## src/rtl/fft_pkg.sv

```systemverilog
// Shared helpers for the FFT datapath: index width, bit reversal and the
// packed-frame slot offsets used by both the input buffer and the butterfly.
package fft_pkg;

    function automatic int unsigned idx_width(input int unsigned n);
        return (n <= 2) ? 1 : $clog2(n);
    endfunction

    function automatic int unsigned bitrev(input int unsigned v, input int unsigned w);
        int unsigned r;
        r = 0;
        for (int unsigned i = 0; i < w; i++) begin
            if (v[i]) r[w-1-i] = 1'b1;
        end
        return r;
    endfunction

    // Slot k occupies two adjacent components: real first, imaginary above it.
    function automatic int unsigned real_lsb(input int unsigned k, input int unsigned dw);
        return dw * 2 * k;
    endfunction

    function automatic int unsigned imag_lsb(input int unsigned k, input int unsigned dw);
        return dw * (2 * k + 1);
    endfunction

endpackage

```

## src/rtl/fft_frame_bank.sv

```systemverilog
// One N-slot complex sample bank with per-slot write, packed read-out and a
// full flag that marks a complete frame awaiting the consumer.
module fft_frame_bank
    import fft_pkg::*;
#(
    parameter int N          = 2,
    parameter int DATA_WIDTH = 16,
    localparam int IDX_W     = idx_width(N)
) (
    input  logic                      clk,
    input  logic                      rst_n,
    input  logic                      wr_en,
    input  logic [IDX_W-1:0]          wr_slot,
    input  logic [DATA_WIDTH-1:0]     wr_real,
    input  logic [DATA_WIDTH-1:0]     wr_imag,
    input  logic                      set_full,
    input  logic                      clr_full,
    output logic                      full,
    output logic [DATA_WIDTH*2*N-1:0] data_out
);

    logic [DATA_WIDTH-1:0] real_q [N];
    logic [DATA_WIDTH-1:0] real_d [N];
    logic [DATA_WIDTH-1:0] imag_q [N];
    logic [DATA_WIDTH-1:0] imag_d [N];
    logic                  full_q;
    logic                  full_d;

    always_comb begin
        real_d = real_q;
        imag_d = imag_q;
        full_d = full_q;
        if (wr_en) begin
            real_d[wr_slot] = wr_real;
            imag_d[wr_slot] = wr_imag;
        end
        if (clr_full) full_d = 1'b0;
        if (set_full) full_d = 1'b1;
    end

    always_ff @(posedge clk or negedge rst_n) begin
        if (!rst_n) begin
            for (int k = 0; k < N; k++) begin
                real_q[k] <= '0;
                imag_q[k] <= '0;
            end
            full_q <= 1'b0;
        end else begin
            real_q <= real_d;
            imag_q <= imag_d;
            full_q <= full_d;
        end
    end

    assign full = full_q;

    for (genvar k = 0; k < N; k++) begin : g_pack
        assign data_out[real_lsb(k, DATA_WIDTH) +: DATA_WIDTH] = real_q[k];
        assign data_out[imag_lsb(k, DATA_WIDTH) +: DATA_WIDTH] = imag_q[k];
    end

endmodule

```

## src/rtl/fft_input_buffer.sv

```systemverilog
// Ping-pong frame collector: assembles streamed complex samples into N-sample
// frames in two banks and hands complete frames to the butterfly stage.
module fft_input_buffer
    import fft_pkg::*;
#(
    parameter int N           = 2,
    parameter int DATA_WIDTH  = 16,
    parameter int BIT_REVERSE = 0
) (
    input  logic                      clk,
    input  logic                      rst_n,
    input  logic                      in_valid,
    output logic                      in_ready,
    input  logic [DATA_WIDTH-1:0]     in_real,
    input  logic [DATA_WIDTH-1:0]     in_imag,
    input  logic                      in_sof,
    output logic [DATA_WIDTH*2*N-1:0] cplx_data_out,
    output logic                      en_out,
    input  logic                      out_ready,
    output logic                      frame_err
);

    localparam int             IW       = idx_width(N);
    localparam logic [IW-1:0]  LAST_IDX = IW'(N - 1);

    logic [IW-1:0] wr_idx_q, wr_idx_d;
    logic          wr_bank_q, wr_bank_d;
    logic          rd_bank_q, rd_bank_d;
    logic          frame_err_q, frame_err_d;

    logic                      full0, full1;
    logic [DATA_WIDTH*2*N-1:0] bank_data0, bank_data1;

    logic          accept, restart, complete, release_rd;
    logic [IW-1:0] base_idx, wr_slot;

    assign in_ready      = wr_bank_q ? !full1 : !full0;
    assign en_out        = rd_bank_q ? full1 : full0;
    assign cplx_data_out = rd_bank_q ? bank_data1 : bank_data0;
    assign frame_err     = frame_err_q;

    always_comb begin
        accept     = in_valid && in_ready;
        // A start-of-frame in the middle of a frame abandons the partial frame.
        restart    = accept && in_sof && (wr_idx_q != '0);
        complete   = accept && !restart && (wr_idx_q == LAST_IDX);
        release_rd = en_out && out_ready;
        base_idx   = restart ? '0 : wr_idx_q;
        wr_slot    = (BIT_REVERSE != 0) ? IW'(bitrev(32'(base_idx), IW)) : base_idx;

        wr_idx_d    = wr_idx_q;
        wr_bank_d   = wr_bank_q;
        rd_bank_d   = rd_bank_q;
        frame_err_d = restart;
        if (accept) begin
            if (restart) begin
                wr_idx_d = IW'(1);
            end else if (complete) begin
                wr_idx_d  = '0;
                wr_bank_d = !wr_bank_q;
            end else begin
                wr_idx_d = wr_idx_q + IW'(1);
            end
        end
        if (release_rd) rd_bank_d = !rd_bank_q;
    end

    always_ff @(posedge clk or negedge rst_n) begin
        if (!rst_n) begin
            wr_idx_q    <= '0;
            wr_bank_q   <= 1'b0;
            rd_bank_q   <= 1'b0;
            frame_err_q <= 1'b0;
        end else begin
            wr_idx_q    <= wr_idx_d;
            wr_bank_q   <= wr_bank_d;
            rd_bank_q   <= rd_bank_d;
            frame_err_q <= frame_err_d;
        end
    end

    fft_frame_bank #(.N(N), .DATA_WIDTH(DATA_WIDTH)) u_bank0 (
        .clk      (clk),
        .rst_n    (rst_n),
        .wr_en    (accept && !wr_bank_q),
        .wr_slot  (wr_slot),
        .wr_real  (in_real),
        .wr_imag  (in_imag),
        .set_full (complete && !wr_bank_q),
        .clr_full (release_rd && !rd_bank_q),
        .full     (full0),
        .data_out (bank_data0)
    );

    fft_frame_bank #(.N(N), .DATA_WIDTH(DATA_WIDTH)) u_bank1 (
        .clk      (clk),
        .rst_n    (rst_n),
        .wr_en    (accept && wr_bank_q),
        .wr_slot  (wr_slot),
        .wr_real  (in_real),
        .wr_imag  (in_imag),
        .set_full (complete && wr_bank_q),
        .clr_full (release_rd && rd_bank_q),
        .full     (full1),
        .data_out (bank_data1)
    );

endmodule

```

## config.mk

```make
export PLATFORM = sky130hd
export DESIGN_NAME = fft_input_buffer
export DESIGN_NICKNAME = d
export VERILOG_FILES = /design/src/rtl/fft_pkg.sv /design/src/rtl/fft_frame_bank.sv /design/src/rtl/fft_input_buffer.sv
export SDC_FILE = /design/constraint.sdc
export NUM_CORES = 1
export LEC_CHECK = 0
export ABC_AREA = 1
export CORE_MARGIN = 4
export CORE_UTILIZATION = 45
export CTS_BUF_LIST = sky130_fd_sc_hd__clkbuf_4 sky130_fd_sc_hd__clkbuf_8 sky130_fd_sc_hd__clkbuf_16
export DETAILED_ROUTE_END_ITERATION = 7
export PLACE_DENSITY = 0.79
export REMOVE_ABC_BUFFERS = 1
export SYNTH_ARGS = -nofsm -noshare
export SYNTH_HDL_FRONTEND = slang
export SYNTH_SLANG_ARGS = --single-unit
```

## constraint.sdc

```tcl
create_clock -name clk -period 1.8 [get_ports clk]
set_input_delay 0.36 -clock clk [delete_from_list [all_inputs] [get_ports clk]]
set_output_delay 0.36 -clock clk [all_outputs]
set_load 0.05 [all_outputs]
```

---- Word-level counts from Yosys, hierarchy flattened ----
Index checks and enable logic that the tools add are counted.
word-level totals
  flip-flop bits (word level) ............. 134
cells by class
  bitwise logic cells ..................... 2
  $add $sub $neg .......................... 1
  multiplexer cells ....................... 16
  reduce and logical (&&, ||, !) cells .... 21
  order comparisons ....................... 2
operators by type and width
  kind                 count
  $bwmux 32            4
  $mux 64              1
  $demux 16 s1         1
  $mux 16              1
  $logic_and 1x1->1    13
  $mux 1               9
  $logic_not 1->1      5
  $reduce_bool 2->1    2
  $reduce_and 3->1     1
  $ge 2x2->1 const B   1
  $lt 2x1->1 const B   1
  $not 1->2            1
  $add 1x1->1 const B  1
  $not 1->1            1

---- Longest topological paths before layout ----
  depth in word-level cells ............... 12
  depth in mapped cells ................... 8
  depth with buffers taken out ............ 7

---- Cells and area by module ----
Synthesis repeated with hierarchy kept, for this count alone.
unflattened totals
  cells, all modules ...................... 808
  area, all modules ....................... 6362.4 um^2
by module, submodules not included
  module            area an instance (um^2)  sequential area each (um^2)  times used  cells an instance
  fft_frame_bank    2640.0                   1626.6                       2           282
  fft_input_buffer  1082.3                   100.1                        1           244

---- Worst setup path before layout ----
No wires, ideal clock.
  kind .................................... flip-flop to output port
  from .................................... reg rd_bank_q
  to ...................................... out en_out
  slack ................................... -0.227 ns
  cell stages (with the launch flop) ...... 3
  path buffers ............................ 1
  data arrival time ....................... 1.667 ns
  required time ........................... 1.440 ns
  path through ............................ dfrtp_1 > buf_2 > o21ai_0
on the way
  word-level cells in the longest chain between the ends .. 1
RTL lines
  what                    RTL line                source
  start, declared         fft_input_buffer.sv:28  logic rd_bank_q, rd_bank_d;
  start signal, assigned  fft_input_buffer.sv:77  rd_bank_q <= rd_bank_d;
  $mux 1                  fft_input_buffer.sv:38  assign en_out = rd_bank_q ? full1 : full0;
  end, declared           fft_input_buffer.sv:18  output logic en_out,
No other way between the ends.

---- Worst setup path in the final report ----
  from .................................... reg rd_bank_q
  to ...................................... out cplx_data_out[27]
on the way
  word-level cells in the longest chain between the ends .. 1
RTL lines
  what           RTL line                source
  $mux 64        fft_input_buffer.sv:39  assign cplx_data_out = rd_bank_q ? bank_data1 : bank_data0;
  end, declared  fft_input_buffer.sv:17  output logic [DATA_WIDTH*2*N-1:0] cplx_data_out,
No other way between the ends.

==> out/results.tsv <==
stage	metric	value	unit
outcome	status	finished, violations left	
outcome	failing checks	setup timing	
placed_design	gp weighted congestion	0.7695	
timing	final hold violation count	0	
placed_design	I/O Buffers	103	
layout	area delta synth->final	47.30	%
detailed_routing	final wirelength	16.05	mm
power	Peak supply drop	1623	uV
timing	worst clock skew	7.049	ps
timing	Finish-stage setup viols	65	
global_route	first-pass GRT wire length	25.96	mm
detailed_routing	Vias/cell	5.027	
layout	Post-Layout Cell Count	1053	
yosys	Mapped Area	6018	um^2
critical_path	Worst setup EP type	primary output	
placed_design	area of placed instances	8040	um^2
critical_path	Worst Path Max Fanout	21	
timing	total negative slack	-5275	ps
power	switch share	0.4436	
floorplanning	Die Ht	123.6	um
power	Clock power frac	0.144	
global_route	grt ovf	0	
power	Internal	11.80	mW
detailed_routing	ANT nets after route	0	
cts	root buffer selected by CTS	clkbuf_16	
layout	most frequent cells in the layout	nand2_1 (327), dfrtp_1 (131), buf_12 (79), nand2_2 (68), o21ai_0 (51)	
floorplanning	Rows	41	
floorplanning	chip width	123.6	um
cts	CTS tree	built	
yosys	Synth Register Bits	134	
critical_path	crit path DAT	1570	ps
critical_path	Critical Path Start Type	flip-flop	
layout	commonest non-fill, non-tap cell in the layout	nand2_1	
global_route	Total GRT Usage	0.2214	
timing	final worst slack	-127.1	ps
yosys	sequential fraction of the synthesis area	0.5572	
cts	CTS HTree Levels	4	
yosys	Cell variety after synth	24	
cts	Clk pin slew, worst setup/hold paths	50	ps
power	pwr dens	2392	nW/um^2
placed_design	worst slack at placement	37.34	ps
detailed_routing	Initial DRC Count	442	
detailed_routing	DRT Pass-1 Iters	5	
yosys	Synthesis Warnings	0	
power	Flop pwr share	0.246	
yosys	Post-Synthesis Cells	762	
floorplanning	I/O Pins	104	
timing	Worst Tran Pin Value	429.2	ps
detailed_routing	DRC viols	0	
layout	Final Util	0.6885	
timing	Max Slew Vio Count	0	
critical_path	data required time of the worst path	1440	ps
cts	clock latency on the worst-skew pair	420	ps
cts	TritonCTS Buffers	17	
layout	Fill cells	979	
yosys	syn avg cell area	7.898	um^2
layout	nets	907	
timing	unrepaired setup endpoints after global routing	true	
critical_path	critical path class	reg2out	
floorplanning	die footprint	15290	um^2
global_route	vias in the first global route	5270	
cts	CTS Buffer Depth	2	
timing	Max-Slew Margin vs Limit	0.7139	
power	net switching power	9.404	mW
timing	fin crit period	1927	ps
timing	fmax	518.9	MHz
layout	number of diodes	0	
placed_design	HPWL Detailed	10.24	mm
detailed_routing	WL/cell	15.25	um
cts	clock tree sinks	134	
layout	Final Cell Area	8865	um^2
timing	period utilization	1.071	
critical_path	Worst R2R Path Depth	7	
global_route	initial antenna violation count	0	
floorplanning	core area	12880	um^2
hold_path	worst hold path type	in2async	
layout	share of cells above drive strength 1	0.2452	
global_route	largest net degree at the start of global routing	47	
power	Static Leak	4.517	nW
detailed_routing	via count	5293	
floorplanning	starting density of the core	0.4674	
job	Max Cap Violations	0	
placed_design	Placed Instances	1015	
power	Comb power frac	0.610	
[flip-flops by register name (all words and copies together), names as in the netlist]
signal	flops
u_bank1.full	1
u_bank1.data_out	64
rd_bank_q	1
wr_bank_q	1
wr_idx_q	1
u_bank0.full	1
frame_err	1
u_bank0.data_out	64
[layout make-up]
class,count,area [um^2],area share
multi-input cells,538,2462,0.2778
well taps,172,215.2,0.02428
inverters,40,155.1,0.01750
repair buffers,139,2155,0.2430
clock buffers,24,490.5,0.05533
clock inverters,6,30.03,0.003387
flip-flops and latches,134,3357,0.3787
[logic make-up after synthesis]
family | after synthesis | share of synthesized area
compound gates | 71 | 0.06029
buf+inv | 90 | 0.06611
flops | 134 | 0.5572
simple gates | 467 | 0.3164
[layer usage]
| metal | wire (um) | up-vias | GRT usage |
|---|---|---|---|
| li1 | - | 2624 | - |
| met1 | 6824 | 2505 | 0.2866 |
| met2 | 8139 | 146 | 0.3626 |
| met3 | 842 | 18 | 0.05268 |
| met4 | 246 | 0 | 0.08304 |
| met5 | 0 | - | 0 |
[worst paths after layout]
| check | end | start | slack, ps |
|---|---|---|---|
| min in group clk | u_bank0.data_out[7] | u_bank0.data_out[7] | 470 |
| hold / removal | u_bank1.data_out[0] | rst_n | 440 |
| setup / recovery | cplx_data_out[27] | rd_bank_q | -130 |
| max in group asynchronous | u_bank0.data_out[45] | rst_n | 780 |
| hold reg to reg | u_bank0.data_out[7] | u_bank0.data_out[7] | 470 |
| setup reg to reg | u_bank0.data_out[14] | u_bank0.full | 360 |
[synthesized netlist by cell type]
| cell | number | area share |
|---|---|---|
| a21oi_1 | 2 | 0.0017 |
| buf_6 | 1 | 0.0019 |
| buf_4 | 5 | 0.0062 |
| buf_1 | 8 | 0.0050 |
| nand3_1 | 32 | 0.027 |
| clkbuf_1 | 11 | 0.0069 |
| nand2_1 | 393 | 0.25 |
| nand2_2 | 2 | 0.0021 |
| inv_1 | 37 | 0.023 |
| dfrtp_1 | 134 | 0.56 |
| nor2_2 | 2 | 0.0021 |
| nor3_1 | 1 | 0.00083 |
| nand4_2 | 1 | 0.0021 |
| nand3_2 | 1 | 0.0017 |
| clkbuf_4 | 1 | 0.0012 |
| clkbuf_2 | 3 | 0.0025 |
| nand4_1 | 33 | 0.034 |
| buf_2 | 21 | 0.017 |
| o211ai_2 | 1 | 0.0021 |
| inv_2 | 3 | 0.0019 |
| or2_2 | 1 | 0.0010 |
| o21ai_1 | 16 | 0.013 |
| nor2_1 | 1 | 0.00062 |
| o21ai_0 | 52 | 0.043 |
[through the flow]
stage               power [mW]  hold WS (ps)
floorplan                11.34         64.41
global placement         17.24         312.3
detailed placement       17.47         310.4
CTS                      20.97         448.3
global route             22.31         472.8
finish                   21.20         436.1
[repair_timing]
item,CTS,global route
hold buffers,1,0
gates cloned,0,1
setup buffers,1,5
gates resized for setup,54,30
endpoints found under the hold margin,39,0
setup endpoints to repair,66,66
pin swaps,0,1
[critical path: stages (launching register included)]
cell and delay, ps:
dfrtp_2 460, clkinv_4 150, buf_12 180, nand2_1 80, nand2_2 100, buf_12 160
[power by group through the flow]
stage | Clock, mW | Sequential (mW) | Combinational, mW
CTS | 3.10 | 5.17 | 12.7
floorplan | 0 | 5.18 | 6.16
finish | 3.05 | 5.21 | 12.9
detailed placement | 0 | 5.18 | 12.3
global route | 3.25 | 5.37 | 13.7
global placement | 0 | 5.12 | 12.1
No activity file was read; power rests on OpenSTA's default activity.
